File: config.mk
export PLATFORM = sky130hd
export DESIGN_NAME = reg_bank_ctrl
export DESIGN_NICKNAME = d
export VERILOG_FILES = /design/src/rtl/reg_bank_ctrl.sv
export SDC_FILE = /design/constraint.sdc
export NUM_CORES = 1
export LEC_CHECK = 0
export ABC_AREA = 1
export CAP_MARGIN = 20
export CORE_UTILIZATION = 43
export CTS_CLUSTER_SIZE = 28
export DETAILED_ROUTE_END_ITERATION = 8
export HOLD_SLACK_MARGIN = 0.1
export PLACE_DENSITY = 0.86
export SLEW_MARGIN = 10
export SYNTH_ARGS = -nofsm -noshare
export SYNTH_HDL_FRONTEND = slang
export SYNTH_SLANG_ARGS = --single-unit
File: constraint.sdc
create_clock -name i_clk -period 2.9 [get_ports i_clk]
set_clock_uncertainty 0.05 [all_clocks]
set_input_delay 0.58 -clock i_clk [delete_from_list [all_inputs] [get_ports i_clk]]
set_output_delay 0.58 -clock i_clk [all_outputs]
set_load 0.02 [all_outputs]
File: src/rtl/reg_bank_ctrl.sv
// Register-bank access controller: round-robin arbitration between two requesters
// and a one-hot initial-value load sweep, all outputs registered.
module reg_bank_ctrl #(
    parameter int NREG = 8,
    parameter int AW   = 3
) (
    input  logic              i_clk,
    input  logic              i_rst,
    input  logic              i_start_ini,
    output logic [NREG-1:0]   o_ini_en,
    output logic              o_ini_busy,
    output logic              o_ini_done,
    input  logic              i_a_req,
    input  logic              i_b_req,
    input  logic              i_a_wr,
    input  logic              i_b_wr,
    input  logic [AW-1:0]     i_a_addr,
    input  logic [AW-1:0]     i_b_addr,
    input  logic [7:0]        i_a_wdat,
    input  logic [7:0]        i_b_wdat,
    output logic              o_a_gnt,
    output logic              o_b_gnt,
    output logic              o_a_rvld,
    output logic              o_b_rvld,
    output logic [7:0]        o_rdat,
    output logic [NREG-1:0]   o_cs,
    output logic [7:0]        o_wdat,
    input  logic [NREG*8-1:0] i_reg
);

    typedef enum logic [1:0] {IDLE, INIT, ACC, RESP} state_t;

    localparam logic [NREG-1:0] ONE = NREG'(1);

    state_t          state_q;
    logic            pend_q;
    logic            last_b_q;
    logic            sel_b_q;
    logic            wr_q;
    logic [AW-1:0]   addr_q;
    logic [NREG-1:0] ini_en_q;
    logic            busy_q;
    logic            done_q;
    logic            a_gnt_q;
    logic            b_gnt_q;
    logic            a_rvld_q;
    logic            b_rvld_q;
    logic [7:0]      rdat_q;
    logic [NREG-1:0] cs_q;
    logic [7:0]      wdat_q;

    logic            win_b_d;
    logic            wr_d;
    logic [AW-1:0]   addr_d;
    logic [7:0]      wdat_d;
    logic [NREG-1:0] cs_d;
    logic [7:0]      rdat_d;

    // B wins only if A is idle or A was the last one served.
    always_comb begin
        win_b_d = i_b_req & (~i_a_req | ~last_b_q);
        wr_d    = win_b_d ? i_b_wr   : i_a_wr;
        addr_d  = win_b_d ? i_b_addr : i_a_addr;
        wdat_d  = win_b_d ? i_b_wdat : i_a_wdat;
        cs_d    = '0;
        rdat_d  = 8'h00;
        for (int k = 0; k < NREG; k++) begin
            if (int'(addr_d) == k) cs_d[k] = 1'b1;
            if (int'(addr_q) == k) rdat_d = i_reg[8*k +: 8];
        end
    end

    always_ff @(posedge i_clk or posedge i_rst) begin
        if (i_rst) begin
            state_q  <= IDLE;
            pend_q   <= 1'b0;
            last_b_q <= 1'b1;
            sel_b_q  <= 1'b0;
            wr_q     <= 1'b0;
            addr_q   <= '0;
            ini_en_q <= '0;
            busy_q   <= 1'b0;
            done_q   <= 1'b0;
            a_gnt_q  <= 1'b0;
            b_gnt_q  <= 1'b0;
            a_rvld_q <= 1'b0;
            b_rvld_q <= 1'b0;
            rdat_q   <= 8'h00;
            cs_q     <= '0;
            wdat_q   <= 8'h00;
        end else begin
            a_gnt_q  <= 1'b0;
            b_gnt_q  <= 1'b0;
            a_rvld_q <= 1'b0;
            b_rvld_q <= 1'b0;
            done_q   <= 1'b0;
            cs_q     <= '0;
            case (state_q)
                IDLE: begin
                    if (pend_q || i_start_ini) begin
                        state_q  <= INIT;
                        pend_q   <= 1'b0;
                        ini_en_q <= ONE;
                        busy_q   <= 1'b1;
                    end else if (i_a_req || i_b_req) begin
                        state_q  <= ACC;
                        sel_b_q  <= win_b_d;
                        last_b_q <= win_b_d;
                        wr_q     <= wr_d;
                        addr_q   <= addr_d;
                        a_gnt_q  <= ~win_b_d;
                        b_gnt_q  <= win_b_d;
                        if (wr_d) begin
                            cs_q   <= cs_d;
                            wdat_q <= wdat_d;
                        end
                    end
                end
                INIT: begin
                    if (ini_en_q[NREG-1]) begin
                        state_q  <= IDLE;
                        ini_en_q <= '0;
                        busy_q   <= 1'b0;
                        done_q   <= 1'b1;
                    end else begin
                        ini_en_q <= ini_en_q << 1;
                    end
                end
                ACC: begin
                    pend_q <= pend_q | i_start_ini;
                    if (wr_q) begin
                        state_q <= IDLE;
                    end else begin
                        state_q  <= RESP;
                        rdat_q   <= rdat_d;
                        a_rvld_q <= ~sel_b_q;
                        b_rvld_q <= sel_b_q;
                    end
                end
                RESP: begin
                    pend_q  <= pend_q | i_start_ini;
                    state_q <= IDLE;
                end
                default: state_q <= IDLE;
            endcase
        end
    end

    assign o_ini_en   = ini_en_q;
    assign o_ini_busy = busy_q;
    assign o_ini_done = done_q;
    assign o_a_gnt    = a_gnt_q;
    assign o_b_gnt    = b_gnt_q;
    assign o_a_rvld   = a_rvld_q;
    assign o_b_rvld   = b_rvld_q;
    assign o_rdat     = rdat_q;
    assign o_cs       = cs_q;
    assign o_wdat     = wdat_q;

endmodule

# --- Word-level counts from Yosys, hierarchy flattened ---
# Index checks and enable logic that the tools add are counted.
# W data, S select, Z words.
op_classes:
  n_bitwise: 9
  n_eq_ne: 20
  n_reduce_logical: 15
  mux: 48
op_table:
  columns: ["cell", "count"]
  rows:
  - ["$mux W8", 15]
  - ["$eq A3 B3 Y1 const B", 8]
  - ["$mux W1", 24]
  - ["$pmux W8 S2", 1]
  - ["$eq A3 B2 Y1 const B", 4]
  - ["$mux W2", 4]
  - ["$pmux W2 S4", 1]
  - ["$reduce_and A2 Y1", 4]
  - ["$eq A3 B1 Y1 const B", 2]
  - ["$logic_not A3 Y1", 2]
  - ["$not A1 Y1", 6]
  - ["$reduce_and A3 Y1", 2]
  - ["$eq A2 B2 Y1 const B", 2]
  - ["$ne A2 B2 Y1 const B", 2]
  - ["$pmux W1 S2", 2]
  - ["$reduce_and A4 Y1", 1]
  - ["$reduce_bool A2 Y1", 2]
  - ["$mux W3", 1]
  - ["$ne A3 B3 Y1 const B", 1]
  - ["$eq A2 B1 Y1 const B", 1]
  - ["$logic_not A2 Y1", 1]
  - ["$logic_or A1 B1 Y1", 2]
  - ["$or A1 B1 Y1", 2]
  - ["$reduce_or A2 Y1", 1]
  - ["$and A1 B1 Y1", 1]
totals:
  inputBits: 93
  reg_bits: 47
  wordCells: 108
  out_inout_bits: 38

# --- Longest topological paths before layout ---
# Gate-level depths: netlist of the first run.
logic_depth:
  ltp_word: 10
  ltp_mapped: 9
  ltp_nobuf: 7

# --- Worst setup path before layout of the first run ---
# No wires, ideal clock.
synth_timing:
  path_kind: "input to register"
  start: "input port i_a_req"
  end: "register wdat_q[0] (netlist: o_wdat[0])"
  required_time_ns: 2.731
  arrival_time_ns: 1.414
  cell_stages: 7
  n_path_buf: 1
  setup_time_ns: 0.119
  path_slack_ns: 1.317
  cell_sequence: "nand2_1 -> nand2_4 -> or2_1 -> o21ai_2 -> nor2_8 -> buf_8 -> o21a_1"
synth_between:
  elab_chain_len: 5
  elab_cells_between_ends: 7
  classes_between: "mux: 2; bitwise: 3; reduce/logical: 2"
synth_lines:
  columns: ["element", "line_no", "text"]
  rows:
  - ["start, declared", "13", "input logic i_a_req,"]
  - ["$not A1 Y1", "61", "win_b_d = i_b_req & (~i_a_req | ~last_b_q);"]
  - ["$or A1 B1 Y1", "61", null]
  - ["$and A1 B1 Y1", "61", null]
  - ["$mux W1", "62", "wr_d = win_b_d ? i_b_wr : i_a_wr;"]
  - ["$reduce_and A4 Y1 (no line)", null, null]
  - ["end signal, assigned", "115", "wdat_q <= wdat_d;"]
  - ["end, declared", "50", "logic [7:0] wdat_q;"]
# Several ways; a longest one is shown, not always the timed one.
# A chain may end at the register's enable or synchronous reset.

# --- Worst setup path in the final report of the first run ---
layout_timing:
  start: "register addr_q[0]"
  end: "register rdat_q[3] (netlist: o_rdat[3])"
layout_between:
  elab_chain_len: 9
  elab_cells_between_ends: 16
  classes_between: "eq/ne: 7; mux: 8; reduce/logical: 1"
layout_lines:
  columns: ["element", "line_no", "text"]
  rows:
  - ["start, declared", "40", "logic [AW-1:0] addr_q;"]
  - ["start signal, assigned", "110", "addr_q <= addr_d;"]
  - ["$logic_not A3 Y1", "69", "if (int'(addr_q) == k) rdat_d = i_reg[8*k +: 8];"]
  - ["$mux W8 (7 in a row)", "69", null]
  - ["$mux W8 *", "69", null]
  - ["end signal, assigned", "135", "rdat_q <= rdat_d;"]
  - ["end, declared", "48", "logic [7:0] rdat_q;"]
# Mark *: on every way between the ends. The rest lies on a longest branch, timed or not.

==> results of run 1 <==
[worst max path at each step]
stage	end	from
2_1_floorplan	addr_q[0]$_DFFE_PP0P_	i_rst
5_1_grt	o_rdat[3]$_DFFE_PP0P_	addr_q[0]$_DFFE_PP0P_
3_3_place_gp	o_wdat[6]$_DFFE_PP0P_	i_a_req
4_1_cts	o_rdat[3]$_DFFE_PP0P_	addr_q[0]$_DFFE_PP0P_
3_5_place_dp	o_wdat[0]$_DFFE_PP0P_	i_a_req
6_report	o_rdat[3]$_DFFE_PP0P_	addr_q[0]$_DFFE_PP0P_
[layout make-up]
class	count	area, um2	share of cell area
clock buffer	5	68.82	0.01747
clock inverter	3	22.52	0.005718
inverter	39	148.9	0.03780
multi-input combinational	214	1115	0.2830
sequential	47	1177	0.2989
tap	72	90.09	0.02287
timing repair buffer	132	1316	0.3342
[registers in the layout (all words and copies together) (netlist names), 2 cells and up]
name      count
o_wdat        8
o_cs          8
o_ini_en      8
o_rdat        8
addr_q        3
state_q       2
[worst max-delay path, stage by stage, from the launching register on]
cell	delay [ns]
dfrtp_1	0.67
inv_2	0.24
nor3_4	0.56
a21oi_1	0.10
nand4_1	0.16
nand2_1	0.08
nand2_1	0.06
[power by group through the flow]
| stage | sequential [uW] | combinational (uW) | clock [uW] |
|---|---|---|---|
| 5_1_grt | 1110 | 1840 | 428 |
| 4_1_cts | 1080 | 1690 | 408 |
| 6_report | 1080 | 1690 | 396 |
| 3_3_place_gp | 1080 | 1640 | 0 |
| 2_1_floorplan | 1240 | 861 | 0 |
| 3_5_place_dp | 1080 | 1680 | 0 |
[logic make-up after synthesis]
kind of cell	Yosys count	synth area share
mux	1	0.005442
simple gates	160	0.3157
buf+inv	51	0.09352
flops	47	0.4656
compound gates	53	0.1197
[metrics by stage]
stage	worst slack (ns)	total power (uW)	hold slack [ns]	instances
floorplan	1.156	2106	0.3532	312
global placement	0.7196	2721	0.3590	504
detailed placement	0.6339	2768	0.3601	504
CTS	0.9375	3174	0.3812	512
global route	0.7619	3376	0.4280	512
finish	0.9154	3161	0.3860	512
[synth_stat cells (all sizes together)]
master	instances	area, um2
o31ai	1	7.510
o22ai	7	43.79
o21a	8	60.06
nand2	58	235.2
nand4	24	150.1
or2	1	6.260
mux2i	1	13.76
o21ai	18	93.84
nor3	4	58.81
dfrtp	46	1151
o21bai	1	7.510
nor2	53	246.5
nand3	19	95.09
a21oi	18	90.09
clkbuf	2	7.510
nand2b	1	6.260
buf	10	80.07
inv	39	148.9
dfstp	1	26.28
[metal layers]
| layer | global-route usage | part of all wire | up-vias |
|---|---|---|---|
| met5 | 0 | 0 | - |
| met1 | 0.3007 | 0.42 | 1191 |
| met4 | 0.05741 | 0.015 | 0 |
| met3 | 0.06047 | 0.088 | 10 |
| met2 | 0.3991 | 0.48 | 114 |
| li1 | - | - | 1284 |
==> impl_metrics.csv, run 1 <==
group,metric,value,unit
power,p_clk_frac,0.125,
floorplan,die_area,6191,um2
run,cap_violations,0,
finish,diodes,0,
critical_path,rr_startpoint,"addr_q[0]$_DFFE_PP0P_",
floorplan,die_y,78.69,um
power,switching_power,1375,uW
cts,root_buffer,"clkbuf_8",
logic_synthesis,ys_ff_latch,47,
grt,grt_max_degree,48,
critical_path,start_kind,"flip-flop",
timing,slew_headroom,0.5245,
power,p_leak,0.001761,uW
timing,fmax,0.5039,GHz
floorplan,initial_core_util,0.4536,
cts,cts_sinks,47,
critical_path,critPathRequiredTime,3.09,ns
detailed_routing,dr.pass1.iters,4,
grt,grt_pass1_wl,11590,um
cts,htreeDepth,2,
floorplan,die_w,78.69,um
cts,post_cts_buffers,0,
finish,final_nets,532,
power,power_frac_comb,0.533,
logic_synthesis,syn_area_per_cell,8.105,um2
finish,num-fill-cells,461,
grt,grt_pass1_vias,2499,
timing,drv_slew,0,
cts,path_clk_slew,0.09,ns
critical_path,critPathKind,"reg -> reg",
logic_synthesis,synth.cell_area,2529,um2
place,placed_area,3847,um2
floorplan,ios,131,
logic_synthesis,seq_area_frac_synth,0.4656,
power,power_frac_seq,0.341,
grt,antenna_found_initial,0,
critical_path,r2r-end,"o_rdat[3]$_DFFE_PP0P_",
hold_path,hp-start,"sel_b_q$_DFFE_PP0P_",
cts,cts_max_path_buffers,2,
finish,areaGrowthSynthToFinish,55.76,%
detailed_routing,first_iter_violations,146,
logic_synthesis,yosysWarnings,0,
cts,numCtsBuffers,5,
timing,tns,0,ns
critical_path,cp_max_fo,16,
power,powerDensity,802.5,nW/um2
detailed_routing,ant_nets,0,
hold_path,min_path_cells,1,
cts,post_cts_resize_count,0,
logic_synthesis,syn_nets,405,
critical_path,worst_setup_path_end_kind,"flip-flop",
timing,setup_viol,0,
critical_path,arrival,2.18,ns
place,dpl.hpwl,5527,um
run_status,outcome,"finished, final reports clean",
logic_synthesis,synth_cells,312,
power,intPower,1786,uW
timing,rsz0062_at_grt,"false",
critical_path,worstRegToRegCells,6,
cts,clock_latency,0.30,ns
floorplan,core-area,5574,um2
power,p_sw_frac,0.4350,
detailed_routing,drc,0,
timing,hold_viol,0,
logic_synthesis,synth_cell_types,31,
timing,worst_pin_slew,0.7112,ns
place,gp_congestion,0.8601,
grt,groute.usage.overall,0.2363,
place,port_buffers,130,
critical_path,rrSetupSlack,0.92,ns
hold_path,min_path_type,"reg -> reg",
detailed_routing,vias,2599,
finish,stdcell_area,3939,um2
timing,period_share,0.6843,
hold_path,worstHoldEndpoint,"o_a_rvld$_DFF_PP0_",
floorplan,row_count,27,
cts,cts_tree,"built",
finish,layout_common_cells,"clkdlybuf4s50_1, nand2_1, dfrtp_1, nor2_1, inv_1",
timing,layout_min_cycle_time,1.985,ns
power,irDropWorstVdd,0.4767,mV
cts,hold_buffers,0,
finish,drive_gt1_frac,0.07500,
detailed_routing,wirelength,7244,um
grt,overflow,0,
finish,final_common_cell,"clkdlybuf4s50_1",
finish,final_core_util,0.7066,
detailed_routing,vias_per_cell,5.076,
detailed_routing,wl_per_cell,14.15,um
Power figures use the tool's default switching activity.
==> inputs of run 2 (changes only) <==
CORE_UTILIZATION = 36   (was 43)
PLACE_DENSITY = 0.77   (was 0.86)
clock period = 1.6 ns   (was 2.9 ns; I/O delays follow)
==> run 2 against run 1 <==
Compared with the run above: cell count grew 9.8%; critical endpoint is now o_wdat[4]$_DFFE_PP0P_; highest routed layer unchanged; sequential power grew 74%; worst setup slack lost 0.90 ns.
==> impl_metrics.csv, run 2 (same netlist as run 1, synthesis figures left out) <==
group,metric,value,unit
power,p_leak,0.002069,uW
cts,root_buffer,"clkbuf_8",
detailed_routing,wirelength,7526,um
finish,seq_area,1177,um2
finish,final_nets,558,
timing,drv_slew,0,
floorplan,initial_core_util,0.3722,
timing,slew_headroom,0.7536,
finish,num-fill-cells,626,
finish,layout_common_cells,"clkdlybuf4s50_1, nand2_1, dfrtp_1, nor2_1, inv_1",
floorplan,row_count,30,
detailed_routing,drc,0,
place,gp_congestion,0.8040,
finish,areaGrowthSynthToFinish,65.66,%
critical_path,arrival,1.73,ns
critical_path,start_kind,"input port",
detailed_routing,wl_per_cell,13.39,um
hold_path,min_path_type,"in -> async",
finish,final_core_util,0.6166,
timing,rsz0062_at_grt,"true",
place,port_buffers,130,
floorplan,ios,131,
detailed_routing,ant_nets,0,
grt,antenna_found_initial,0,
run,cap_violations,0,
finish,diodes,0,
critical_path,worst_setup_path_end_kind,"flip-flop",
timing,worst_pin_slew,0.3685,ns
cts,cts_sinks,47,
timing,setup_viol,0,
grt,grt_pass1_wl,12190,um
finish,multi_input_area,1142,um2
place,dp.cells,548,
cts,numCtsBuffers,5,
timing,whs,0.3230,ns
critical_path,cp_max_fo,5,
detailed_routing,dr.pass1.iters,4,
floorplan,die_w,85.81,um
critical_path,worstSetupEndpoint,"o_wdat[4]$_DFFE_PP0P_",
critical_path,rr_startpoint,"last_b_q$_DFFE_PP1P_",
cts,cts_max_path_buffers,2,
floorplan,die_area,7363,um2
detailed_routing,vias_per_cell,4.822,
critical_path,critPathKind,"in -> reg",
detailed_routing,first_iter_violations,86,
grt,groute.usage.overall,0.2062,
power,powerDensity,1401,nW/um2
critical_path,rrSetupSlack,0.05,ns
run_status,outcome,"finished, final reports clean",
detailed_routing,vias,2710,
grt,grt_pass1_vias,2741,
power,irDropWorstVdd,1.051,mV
floorplan,die_y,85.81,um
critical_path,worstRegToRegCells,7,
timing,hold_viol,0,
critical_path,r2r-end,"o_cs[3]$_DFF_PP0_",
timing,period_share,0.9934,
finish,final_cell_count_no_fill,562,
finish,stdcell_area,4189,um2
cts,clock_latency,0.29,ns
finish,drive_gt1_frac,0.1266,
floorplan,core-area,6794,um2
finish,final_common_cell,"clkdlybuf4s50_1",
place,placed_area,4065,um2
critical_path,crit_start,"i_b_req",
cts,cts_tree,"built",
timing,layout_min_cycle_time,1.589,ns
place,dpl.hpwl,5650,um
cts,path_clk_slew,0.09,ns
grt,grt_max_degree,48,
timing,fmax,0.6291,GHz
cts,htreeDepth,2,
critical_path,critPathRequiredTime,1.74,ns
grt,overflow,0,
## run 2: cell types whose count changed in the layout (fill, tap and decap cells not counted), moves of 3 or more
cell	previous run	this run
buf_4	2	23
dlymetal6s2s_1	0	5
buf_12	0	3
clkdlybuf4s50_1	130	92
dlygate4sd2_1	0	33
## run 2: area by class of cell
type	instances	area share
Clock inverter	1	0.002091
Sequential cell	47	0.2811
Clock buffer	7	0.02061
Inverter	39	0.03554
Multi-Input combinational cell	216	0.2727
Timing Repair Buffer	156	0.3593
Tap cell	96	0.02867
## run 2: where the power goes
group | switching (uW) | internal, uW | leakage (uW)
clock | 383 | 354 | 0.0000484
combinational | 1910 | 1340 | 0.00143
sequential | 261 | 1620 | 0.000587
## run 2: how the worst min path moves through the flow
stage                        start  depth (start not counted)               endpoint  slack [ns]
6_report                     i_rst                          3  o_wdat[7]$_DFFE_PP0P_        0.32
5_1_grt                      i_rst                          3  o_wdat[7]$_DFFE_PP0P_        0.36
4_1_cts                      i_rst                          3  o_wdat[7]$_DFFE_PP0P_        0.33
3_5_place_dp   sel_b_q$_DFFE_PP0P_                          1     o_a_rvld$_DFF_PP0_        0.38
3_3_place_gp   sel_b_q$_DFFE_PP0P_                          1     o_a_rvld$_DFF_PP0_        0.37
2_1_floorplan  sel_b_q$_DFFE_PP0P_                          1     o_a_rvld$_DFF_PP0_        0.35
## run 2: repair_timing
| action | in CTS | in global routing |
|---|---|---|
| hold buffers | 0 | 0 |
| setup buffers | 0 | 4 |
| pin swaps | 0 | 2 |
| resized for setup | 34 | 7 |
| endpoints found under the setup margin | 35 | 21 |
| gates cloned | 0 | 2 |
## run 2: worst max-delay path, cell delays in order
cell	delay, ns
clkdlybuf4s50_1	0.55
nand2_4	0.09
or2_1	0.24
o21ai_4	0.13
nor2_4	0.09
buf_4	0.15
o21a_1	0.16
## run 2: per-stage QoR
step	TNS (ns)	setup WS (ns)	power, uW
after global routing	-0.3505	-0.05706	6311
after floorplan	0	0.1155	3817
after global placement	-3.944	-0.2358	5253
after detailed placement	-5.218	-0.3238	5327
final	0	0.01052	5868
after CTS	0	0.006231	5863
## run 2: metal layers
layer,global-route usage,vias up,share of wire
met2,0.3825,111,0.50
met1,0.2414,1265,0.41
li1,-,1332,-
met5,0,-,0
met4,0.03636,0,0.0032
met3,0.05390,2,0.092
